[src/rtl/snake_pkg.sv]
// Shared direction definitions for the snake input path.
// Contents: direction encodings, bus widths, opposite-direction helper.
package snake_pkg;

  localparam int unsigned DIR_W = 2;
  localparam int unsigned KEY_W = 4;

  typedef enum logic [DIR_W-1:0] {
    DIR_UP    = 2'b00,
    DIR_DOWN  = 2'b01,
    DIR_LEFT  = 2'b10,
    DIR_RIGHT = 2'b11
  } dir_e;

  // Opposite direction shares the axis bit and flips the sense bit.
  function automatic logic [DIR_W-1:0] opposite_dir(input logic [DIR_W-1:0] d);
    return {d[1], ~d[0]};
  endfunction

endpackage

[src/rtl/dir_fifo.sv]
// Pending direction-command FIFO.
// Ports: clk, rst (async active-low), push_i/din_i write at tail,
//        pop_i reads head (ignored when empty), head_o oldest entry,
//        tail_o newest entry, count_o occupancy (0..DEPTH).
// A push while full is accepted only when a pop happens in the same cycle.
module dir_fifo
  import snake_pkg::*;
#(
  parameter int unsigned DEPTH = 4
) (
  input  logic                     clk,
  input  logic                     rst,
  input  logic                     push_i,
  input  logic                     pop_i,
  input  logic [DIR_W-1:0]         din_i,
  output logic [DIR_W-1:0]         head_o,
  output logic [DIR_W-1:0]         tail_o,
  output logic [$clog2(DEPTH):0]   count_o
);

  localparam int unsigned AW = $clog2(DEPTH);
  localparam int unsigned CW = AW + 1;

  logic [DIR_W-1:0] mem_q [DEPTH];
  logic [AW-1:0]    wr_ptr_q, wr_ptr_d;
  logic [AW-1:0]    rd_ptr_q, rd_ptr_d;
  logic [CW-1:0]    count_q, count_d;
  logic             do_push, do_pop;

  assign do_pop  = pop_i && (count_q != '0);
  assign do_push = push_i && ((count_q != CW'(DEPTH)) || do_pop);

  // Pointer and occupancy next-state; power-of-two DEPTH wraps naturally.
  always_comb begin
    wr_ptr_d = wr_ptr_q;
    rd_ptr_d = rd_ptr_q;
    count_d  = count_q;
    if (do_push) wr_ptr_d = wr_ptr_q + AW'(1);
    if (do_pop)  rd_ptr_d = rd_ptr_q + AW'(1);
    case ({do_push, do_pop})
      2'b10:   count_d = count_q + CW'(1);
      2'b01:   count_d = count_q - CW'(1);
      default: count_d = count_q;
    endcase
  end

  always_ff @(posedge clk or negedge rst) begin
    if (!rst) begin
      wr_ptr_q <= '0;
      rd_ptr_q <= '0;
      count_q  <= '0;
    end else begin
      wr_ptr_q <= wr_ptr_d;
      rd_ptr_q <= rd_ptr_d;
      count_q  <= count_d;
    end
  end

  // Storage is not reset; only the pointers define validity.
  always_ff @(posedge clk) begin
    if (do_push) mem_q[wr_ptr_q] <= din_i;
  end

  assign head_o  = mem_q[rd_ptr_q];
  assign tail_o  = mem_q[wr_ptr_q - AW'(1)];
  assign count_o = count_q;

endmodule

[src/rtl/dir_input_queue.sv]
// Snake direction input queue: reduces button presses to one candidate,
// filters repeats against the newest pending direction, queues survivors
// and applies one per game tick.
// Ports: clk, rst (async active-low), key_down[3:0] press pulses
//        (bit0 up, bit1 down, bit2 left, bit3 right), game_tick pop request,
//        dir applied direction, dir_changed load pulse, q_count occupancy,
//        overflow dropped-press pulse.
// Option: define DIR_REVERSE_REJECT_EN to also discard direct reversals.
module dir_input_queue
  import snake_pkg::*;
#(
  parameter int unsigned      DEPTH     = 4,
  parameter logic [DIR_W-1:0] RESET_DIR = 2'b11
) (
  input  logic                   clk,
  input  logic                   rst,
  input  logic [KEY_W-1:0]       key_down,
  input  logic                   game_tick,
  output logic [DIR_W-1:0]       dir,
  output logic                   dir_changed,
  output logic [$clog2(DEPTH):0] q_count,
  output logic                   overflow
);

  localparam int unsigned CW = $clog2(DEPTH) + 1;

  logic [DIR_W-1:0] dir_q, dir_d;
  logic             dir_changed_q, dir_changed_d;
  logic             overflow_q, overflow_d;

  logic [DIR_W-1:0] cand;
  logic             cand_valid;
  logic [DIR_W-1:0] ref_dir;
  logic             reject;
  logic             accept;
  logic             fifo_full, fifo_empty;
  logic             push, pop;
  logic [DIR_W-1:0] head, tail;
  logic [CW-1:0]    count;

  // Same-cycle presses collapse to one candidate: up > down > left > right.
  always_comb begin
    cand_valid = 1'b1;
    cand       = DIR_UP;
    if      (key_down[0]) cand = DIR_UP;
    else if (key_down[1]) cand = DIR_DOWN;
    else if (key_down[2]) cand = DIR_LEFT;
    else if (key_down[3]) cand = DIR_RIGHT;
    else                  cand_valid = 1'b0;
  end

  assign fifo_empty = (count == '0);
  assign fifo_full  = (count == CW'(DEPTH));

  // Filter against what dir will eventually become: newest pending entry.
  assign ref_dir = fifo_empty ? dir_q : tail;

`ifdef DIR_REVERSE_REJECT_EN
  assign reject = (cand == ref_dir) || (cand == opposite_dir(ref_dir));
`else
  assign reject = (cand == ref_dir);
`endif

  assign accept = cand_valid && !reject;
  assign pop    = game_tick && !fifo_empty;
  assign push   = accept && (!fifo_full || pop);

  // Applied direction and one-cycle pulses.
  always_comb begin
    dir_d         = dir_q;
    dir_changed_d = 1'b0;
    overflow_d    = accept && fifo_full && !pop;
    if (pop) begin
      dir_d         = head;
      dir_changed_d = (head != dir_q);
    end
  end

  always_ff @(posedge clk or negedge rst) begin
    if (!rst) begin
      dir_q         <= RESET_DIR;
      dir_changed_q <= 1'b0;
      overflow_q    <= 1'b0;
    end else begin
      dir_q         <= dir_d;
      dir_changed_q <= dir_changed_d;
      overflow_q    <= overflow_d;
    end
  end

  dir_fifo #(
    .DEPTH (DEPTH)
  ) u_fifo (
    .clk     (clk),
    .rst     (rst),
    .push_i  (push),
    .pop_i   (pop),
    .din_i   (cand),
    .head_o  (head),
    .tail_o  (tail),
    .count_o (count)
  );

  assign dir         = dir_q;
  assign dir_changed = dir_changed_q;
  assign overflow    = overflow_q;
  assign q_count     = count;

endmodule

[config.mk]
export PLATFORM = sky130hd
export DESIGN_NAME = dir_input_queue
export DESIGN_NICKNAME = d
export VERILOG_FILES = /design/src/rtl/snake_pkg.sv /design/src/rtl/dir_fifo.sv /design/src/rtl/dir_input_queue.sv
export SDC_FILE = /design/constraint.sdc
export NUM_CORES = 1
export LEC_CHECK = 0
export BUFFER_PORTS_ARGS = -buffer_cell sky130_fd_sc_hd__buf_4
export CAP_MARGIN = 10
export CORE_AREA = 3 3 47 49
export DETAILED_ROUTE_END_ITERATION = 7
export DIE_AREA = 0 0 50 52
export PLACE_DENSITY = 0.86
export SLEW_MARGIN = 20
export SYNTH_ARGS = -nofsm -noshare
export SYNTH_HDL_FRONTEND = slang
export SYNTH_SLANG_ARGS = --single-unit
export TNS_END_PERCENT = 20
[constraint.sdc]
create_clock -name clk -period 4.1 [get_ports clk]
set_clock_uncertainty 0.2 [all_clocks]
set_input_delay 0.205 -clock clk [delete_from_list [all_inputs] [get_ports clk]]
set_output_delay 0.205 -clock clk [all_outputs]
set_load 0.02 [all_outputs]
After elaboration in Yosys (flattened, before gate mapping)
Memories as Yosys holds them, arrays and structs flattened.
Index checks and enable logic that the tools add are counted.
{ "word_totals": {"romBits": 0, "inputBits": 7, "memories": 1, "output_inout_bits": 7, "latchBits": 0, "mem_bits_rw": 8, "reg_bits": 11} }
{ "mem_list": {"columns": ["memory", "words", "word_bits", "rd", "rd_ports_with_merged_regs", "write_ports", "line", "text"], "rows": [
  ["u_fifo.mem_q", 4, 2, 2, 0, 1, "dir_fifo.sv:24", "logic [DIR_W-1:0] mem_q [DEPTH];"]
]} }
{ "op_classes": {"eq_ne": 6, "addsub": 5, "mul": 0, "n_div": 0, "n_shift": 0, "bitwise_logic": 0, "n_reduce_logical": 16, "magnitude_cmp": 0, "muxes": 13} }
{ "ops": {"columns": ["op", "n"], "rows": [
  ["2-bit two-way mux", 5],
  ["1-bit logical AND", 7],
  ["1-bit two-way mux", 7],
  ["3-bit one-hot mux with 2 select lines", 1],
  ["2-bit by 1-bit adder with 2-bit output, second input constant", 2],
  ["1-bit logical NOT", 4],
  ["3-bit by 1-bit adder with 3-bit output, second input constant", 1],
  ["3-bit == test, second input constant", 1],
  ["3-bit logical NOT", 1],
  ["3-bit inequality test, second input constant", 1],
  ["3-bit nonzero test", 1],
  ["3-bit by 1-bit subtractor with 3-bit output, second input constant", 1],
  ["2-bit by 1-bit == test with 1-bit output, second input constant", 1],
  ["2-bit == test", 1],
  ["2-bit == test, second input constant", 1],
  ["1-bit logical OR", 2],
  ["2-bit inequality test", 1],
  ["2-bit nonzero test", 1],
  ["2-bit by 1-bit subtractor with 2-bit output, second input constant", 1]
]} }

Logic depth before layout (Yosys ltp)
Gate-level depths: netlist of run 1.
{ "logic_depth": {"ltp_word": 11, "mapped_depth": 12} }

Cells and area by module
From an unflattened synthesis of run 1, not the netlist that was laid out.
{ "hier_totals": {"cells_unflattened": 76, "area_unflattened_um2": 1024.7} }
{ "modules_own_cells": {"columns": ["mod", "instances", "area_each_um2", "seq_area_each_um2", "cells_each"], "rows": [
  ["dir_fifo", 1, 744.5, 415.4, 48],
  ["dir_input_queue", 1, 280.3, 102.6, 28]
]} }

Worst setup path before layout of run 1
No wires, ideal clock.
{ "synth_timing": {"path_type": "reg2reg", "start": "reg u_fifo.wr_ptr_q[0]", "end": "reg u_fifo.count_q[2], in the netlist u_fifo.count_o[2]", "arrival_time_ns": 2.686, "path_slack_ns": 1.134, "t_required_ns": 3.820, "path_stages_with_launch": 13, "cell_sequence": "dfrtp_1 > inv_1 > ha_1 > mux4_2 > mux2i_1 > xnor2_1 > o21ai_4 > ha_1 > inv_1 > fa_1 > xor2_1 > nor2_1 > xor2_1"} }
{ "synth_between": {"elab_chain_len": 10} }
{ "synth_lines": {"columns": ["item", "line", "text"], "rows": [
  ["from (decl)", "dir_fifo.sv:25", "logic [AW-1:0] wr_ptr_q, wr_ptr_d;"],
  ["from (signal assigned)", "dir_fifo.sv:53", "wr_ptr_q <= wr_ptr_d;"],
  ["2-bit by 1-bit subtractor with 2-bit output *", "dir_fifo.sv:65", "assign tail_o = mem_q[wr_ptr_q - AW'(1)];"],
  ["memory read 4 x 2 bit *", null, null],
  ["2-bit two-way mux *", "dir_input_queue.sv:56", "assign ref_dir = fifo_empty ? dir_q : tail;"],
  ["2-bit == test *", "dir_input_queue.sv:61", "assign reject = (cand == ref_dir);"],
  ["1-bit logical NOT *", "dir_input_queue.sv:64", "assign accept = cand_valid && !reject;"],
  ["1-bit logical AND *", "dir_input_queue.sv:64", null],
  ["1-bit logical AND *", "dir_input_queue.sv:66", "assign push = accept && (!fifo_full || pop);"],
  ["1-bit logical AND *", "dir_fifo.sv:31", "assign do_push = push_i && ((count_q != CW'(DEPTH)) || do_pop);"],
  ["2-bit by 1-bit == test with 1-bit output or 2-bit == test (tied branches)", "dir_fifo.sv:40", "case ({do_push, do_pop})"],
  ["3-bit one-hot mux with 2 select lines or 2-bit nonzero test (tied branches)", null, null],
  ["to (signal assigned)", "dir_fifo.sv:55", "count_q <= count_d;"],
  ["to (decl)", "dir_fifo.sv:27", "logic [CW-1:0] count_q, count_d;"]
]} }
Mark *: on every way between the ends. The rest lies on a longest branch, timed or not.
A chain may end at the register's enable or synchronous reset.

Worst setup path in the final report of run 1
Same ends and word-level chain as after synthesis.

==> impl_metrics.ini, run 1 <==
[final_layout]
area_growth_pct = 16.8
utilization = 0.618
final_cells = 124
drive_above_1_share = 0.278
n_antenna_cell = 0
nets = 111

[sta]
fin_crit_sh = 0.792
slew_violations = 0
min_period_ns = 3.25
slew_headroom = 0.598
hold_viol = 0
setup_viol = 0
rsz0062_at_grt = false
finalSetupTns_ns = 0
worstMarginPinSlew_ns = 0.598
fmax_mhz = 308

[die]
fp.dieH_um = 52
pin_count = 14
core_um2 = 1900
die_area_um2 = 2600
placementRows = 16
die_w_um = 50
initial_core_util = 0.530

[job]
max_cap_violations = 0

[critical_path]
startpoint_type = register
crit_type = reg -> reg
crit_required_ns = 4.13
cp_max_fo = 7
worstPathArrival_ns = 3.27
cp-end-kind = register

[grt]
grt_pass1_wl_um = 2970
met3_usage = 0.0287
use_met2 = 0.276
grt_overflow = 0
grt_max_degree = 12
first_global_vias = 687
grt_antenna_before_repair = 0
track_usage = 0.156
busiest_layer = met2
grt_use_met1 = 0.184

[clock_tree]
clock_sinks = 19
cts-resized-gates = 0
cts_buffer_depth = 2
htreeDepth = 1
cts_tree = yes
cts_buffers = 3
clk_pin_slew_ns = 0.11
root_buffer = clkbuf_4
clk_latency_ns = 0.29

[yosys]
ys_seq_area_frac = 0.514
ys_ff_latch = 19
synth_area_um2 = 1010
avgSynthCellArea_um2 = 12.7
synth_cell_types = 22
synthCells = 79
syn_nets = 92
synth_warnings = 0

[route]
dr.pass1.iters = 4
drtIter0Drc = 5
num_vias = 628
wl_um = 1700
drc = 0
vias_per_cell = 5.06
wl_per_cell_um = 13.7
drtAntennaViolNets = 0

[pwr]
power_density_nw_per_um2 = 946
p_leak_nw = 0.507
vdd_drop_max_mv = 0.537

[placed_design]
gp_congestion = 0.785
dp_hpwl_um = 1410
dp_cells = 119
port_buffers = 13

[worst_hold_path]
worstHoldPathType = in -> reg

[outcome]
status = complete, no violations
[power by group]
group / switching [mW] / leakage, nW / internal, mW
clock: 0.0578 / 0.0177 / 0.0363
sequential: 0.0912 / 0.205 / 0.309
combinational: 0.308 / 0.285 / 0.311
[sequential cells by signal (all words and copies together), names as in the netlist]
signal           flops
u_fifo.wr_ptr_q      2
dir                  2
u_fifo.mem_q         8
overflow             1
u_fifo.rd_ptr_q      2
u_fifo.count_o       3
dir_changed          1
[cells in the final DEF, fill, tap and decap left out, drive strengths merged, types with 2 or more instances in the layout]
master	instances
mux4	4
inv	11
nand2	7
a21oi	2
dfrtp	9
mux2i	3
xor2	2
edfxtp	8
clkbuf	3
buf	13
nor3	2
ha	5
nand2b	2
nor2	8
xnor2	8
dfstp	2
[through the flow]
| step | power [mW] | setup WS [ns] | hold WS, ns | instance area, um2 |
|---|---|---|---|---|
| 3_3_place_gp | 0.993 | 0.988 | -0.158 | 1140 |
| 4_1_cts | 1.12 | 0.816 | 0.00701 | 1180 |
| 3_5_place_dp | 1.03 | 0.858 | -0.155 | 1140 |
| 2_1_floorplan | 0.870 | 1.13 | -0.291 | 1010 |
| 6_report | 1.11 | 0.851 | 0.00830 | 1180 |
| 5_1_grt | 1.20 | 0.544 | 0.00883 | 1180 |
[path summary, 6_finish.rpt]
| path | slack (ns) | to | from | depth (start not counted) |
|---|---|---|---|---|
| setup / recovery | 0.85 | u_fifo.count_o[2] | u_fifo.wr_ptr_q[0] | 12 |
| hold / removal | 0.008 | overflow | game_tick | 3 |
| setup reg to reg | 0.85 | u_fifo.count_o[2] | u_fifo.wr_ptr_q[0] | 12 |
| hold reg to reg | 0.29 | dir[1] | dir[1] | 2 |
| max in group asynchronous | 3.41 | dir[1] | rst | 2 |
| min in group asynchronous | 0.07 | u_fifo.rd_ptr_q[0] | rst | 2 |
[critical path, cell delays in order (launching register included)]
cell,delay [ns]
dfrtp_1,0.51
inv_1,0.11
ha_1,0.36
mux4_2,0.31
mux2i_1,0.17
xnor2_1,0.15
o21ai_4,0.28
ha_1,0.24
inv_1,0.06
fa_1,0.37
xor2_1,0.16
nor2_1,0.12
xor2_1,0.15
[cell usage after synthesis (all sizes together)]
cell | number | area, um2
nor4 | 1 | 6.26
o21ai | 1 | 16.3
inv | 11 | 41.3
fa | 1 | 20.0
nor3b | 1 | 7.51
a21oi | 2 | 13.8
dfrtp | 9 | 225
dfstp | 2 | 52.6
edfxtp | 8 | 240
nor3 | 2 | 21.3
ha | 5 | 62.6
nand2 | 7 | 26.3
xor2 | 2 | 17.5
mux4 | 4 | 90.1
mux2 | 1 | 15.0
xnor2 | 8 | 70.1
nand2b | 2 | 12.5
mux2i | 3 | 30.0
nor2 | 8 | 30.0
nor4b | 1 | 8.76
[layout make-up]
class | instances | area, um2
Multi-Input combinational cell | 49 | 448
Fill cell | 164 | 726
Clock inverter | 1 | 5.00
Inverter | 11 | 41.3
Sequential cell | 19 | 518
Clock buffer | 3 | 22.5
Tap cell | 27 | 33.8
Timing Repair Buffer | 14 | 108
[layer usage]
metal / part of all wire / wire (um)
met5: 0 / 0
met4: 0.013 / 22
met3: 0.022 / 38
met2: 0.53 / 904
met1: 0.43 / 738
[timing repair]
action                                 CTS  global route
endpoints found under the hold margin   11             0
hold buffers                             1             0
buffers inserted                         0             0
[cells by family after synthesis]
family,after synthesis,share of synthesized area
fa+ha+maj,6,0.0820
buf+inv,11,0.0410
xor+xnor,10,0.0870
mux,8,0.134
flops,19,0.514
compound gates,3,0.0298
simple gates,22,0.112
(Power assumes the default switching activity.)
==> run 2, diff against run 1 <==
--- a/config.mk
+++ b/config.mk
@@ -5,12 +5,13 @@
 export SDC_FILE = /design/constraint.sdc
 export NUM_CORES = 1
 export LEC_CHECK = 0
+export ABC_AREA = 1
 export BUFFER_PORTS_ARGS = -buffer_cell sky130_fd_sc_hd__buf_4
 export CAP_MARGIN = 10
-export CORE_AREA = 3 3 47 49
+export CORE_AREA = 3 3 49 51
 export DETAILED_ROUTE_END_ITERATION = 7
-export DIE_AREA = 0 0 50 52
-export PLACE_DENSITY = 0.86
+export DIE_AREA = 0 0 52 54
+export PLACE_DENSITY = 0.85
 export SLEW_MARGIN = 20
 export SYNTH_ARGS = -nofsm -noshare
 export SYNTH_HDL_FRONTEND = slang
==> constraint.sdc (replaced) <==
create_clock -name clk -period 3.3 [get_ports clk]
set_clock_uncertainty 0.2 [all_clocks]
set_input_delay 0.165 -clock clk [delete_from_list [all_inputs] [get_ports clk]]
set_output_delay 0.165 -clock clk [all_outputs]
set_load 0.02 [all_outputs]
==> run 2 against run 1 <==
Net effect: critical path depth up 4; synthesized cell count rose by 67%; core utilization up 2.6 points; largest power group unchanged; clock-buffer cell count stayed put; final cell count up 44%; die area rose by 8.0%; sequential cell count unchanged; register-to-register slack lost 0.52 ns; hold slack improved by 0.017 ns; total power grew 29%; sequential power increased by 23%.
==> impl_metrics.ini, run 2 <==
[critical_path]
worstPathArrival_ns = 2.96
crit_type = reg -> reg
crit_required_ns = 3.29
cp-end-kind = register
r2r_setup_slack_ns = 0.34
cp_max_fo = 9
startpoint_type = register

[final_layout]
n_antenna_cell = 0
nets = 165
largest-register = u_fifo.mem_q
drive_above_1_share = 0.192
largest_reg_flops = 8
area_growth_pct = 16.2
final_cells = 178
final_cell_mix = nand2_1 (36), inv_1 (22), buf_4 (14), nand3_1 (12)
utilization = 0.645
layout_commonest_cell = nand2_1

[yosys]
synth_area_um2 = 1100
synth_area_leader_cell = edfxtp_1
yosysTopAreaCellShare = 0.218
ys_dominant_reg_cell = dfrtp_1
avgSynthCellArea_um2 = 8.33
synth.most_common_cell = nand2_1
synth_enable_flop_cells = 8
synthCells = 132
ys_ff_latch = 19
ys_async_sr_fraction = 0.579
synthTopCellsByCount = nand2_1 (36), inv_1 (22), nand3_1 (12)
syn_nets = 145
synthTopCellsByArea = edfxtp_1 (22%), dfrtp_1 (20%), nand2_1 (12%)
ys_seq_area_frac = 0.471
synth_warnings = 0
synth_cell_types = 21

[clock_tree]
clk_pin_slew_ns = 0.11
post_cts.repair.setup_buffers = 0
clock_sinks = 19
cts_buffers = 3
root_buffer = clkbuf_4
htreeDepth = 1
cts_tree = yes
clk_latency_ns = 0.31
cts_buffer_depth = 2

[route]
wl_um = 2410
num_vias = 919
vias_per_cell = 5.16
drtAntennaViolNets = 0
wl_per_cell_um = 13.6
drc = 0
dr.pass1.iters = 4
drtIter0Drc = 19

[die]
core_um2 = 1980
pin_count = 14
die_w_um = 52
placementRows = 16
fp.dieH_um = 54
die_area_um2 = 2810
initial_core_util = 0.555

[sta]
hold_viol = 0
slew_headroom = 0.630
rsz0062_at_grt = false
min_period_ns = 2.96
fin_crit_sh = 0.898
setup_viol = 0
slew_violations = 0
setup_ws_ns = 0.336
worstMarginPinSlew_ns = 0.555
hold_ws_ns = 0.0251
finalSetupTns_ns = 0
fmax_mhz = 337

[placed_design]
dp_hpwl_um = 1740
port_buffers = 13
gp_congestion = 0.849
dp_slack_ns = 0.332
dp_cells = 173

[pwr]
power_density_nw_per_um2 = 1120
p_leak_nw = 0.652
vdd_drop_max_mv = 0.640

[outcome]
status = complete, no violations

[job]
max_cap_violations = 0

[grt]
grt_pass1_wl_um = 3960
track_usage = 0.199
grt_antenna_before_repair = 0
first_global_vias = 917
grt_overflow = 0
grt_max_degree = 12

[worst_hold_path]
worstHoldPathType = in -> async
-- run 2: cell types whose count changed in the layout (fill, tap and decap cells not counted), moves of 3 or more --
cell	before	now
a21oi_1	1	6
nand3_1	0	12
o21ai_0	0	5
nor2_2	0	4
nand2_1	7	36
inv_1	11	22
mux4_2	4	0
xnor2_1	8	1
mux2i_1	3	0
-- run 2: routing by layer --
metal,up-vias,share of wire,GRT usage
met5,-,0,0
met4,0,0.014,0.114
met3,4,0.035,0.0332
met2,22,0.49,0.331
met1,440,0.46,0.245
li1,453,-,-
-- run 2: layout make-up --
| cell class | count | area (um2) |
|---|---|---|
| clock buffers | 3 | 22.5 |
| fillers | 167 | 704 |
| repair buffers | 15 | 115 |
| inverters | 23 | 86.3 |
| clock inverters | 1 | 5.00 |
| flip-flops and latches | 19 | 519 |
| multi-input cells | 90 | 495 |
| well taps | 27 | 33.8 |
-- run 2: final timing paths --
path	start	endpoint	cells after the start
worst min-delay path	rst	u_fifo.rd_ptr_q[0]	2
min in group clk	key_down[0]	u_fifo.mem_q[0][0]	2
worst max register to register	u_fifo.wr_ptr_q[0]	u_fifo.count_o[2]	16
max in group asynchronous	rst	dir[1]	2
worst min register to register	dir[0]	dir[0]	2
worst max-delay path	u_fifo.wr_ptr_q[0]	u_fifo.count_o[2]	16
-- run 2: cells by family (layout without fill, tap and decap cells) --
logic type	count (synthesis)	in the layout	synth area share
AND/OR/NAND/NOR	67	67	0.279
buffers and inverters	23	42	0.0785
flip-flops	19	19	0.471
AO/OA/AOI/OAI	12	12	0.0569
adder cells (fa/ha/maj)	6	6	0.0751
XOR/XNOR	5	5	0.0398
-- run 2: metrics by stage --
step	power, mW	instance area (um2)
2_1_floorplan	1.07	1100
3_3_place_gp	1.24	1240
3_5_place_dp	1.29	1240
4_1_cts	1.44	1280
5_1_grt	1.58	1280
6_report	1.43	1280
-- run 2: what timing repair did --
item	in CTS	in global routing
endpoints found under the setup margin	0	1
gates resized for setup	0	1
hold endpoints to repair	11	0
hold buffers	1	0
-- run 2: report_power, final --
group          switching [mW]  internal [mW]
logic                   0.509          0.312
registers               0.110          0.381
clock network          0.0755         0.0453
-- run 2: worst max-delay path, cell delays in order, from the launching register on --
cell,delay [ns]
dfrtp_2,0.47
inv_2,0.11
ha_1,0.39
inv_1,0.10
nand2_1,0.07
nand3_1,0.08
nand2_1,0.08
nand2_1,0.05
nand2_1,0.06
nand2_2,0.10
nand3_4,0.12
ha_1,0.17
inv_1,0.07
fa_1,0.38
a21oi_1,0.14
o21ai_0,0.11
xor2_1,0.16
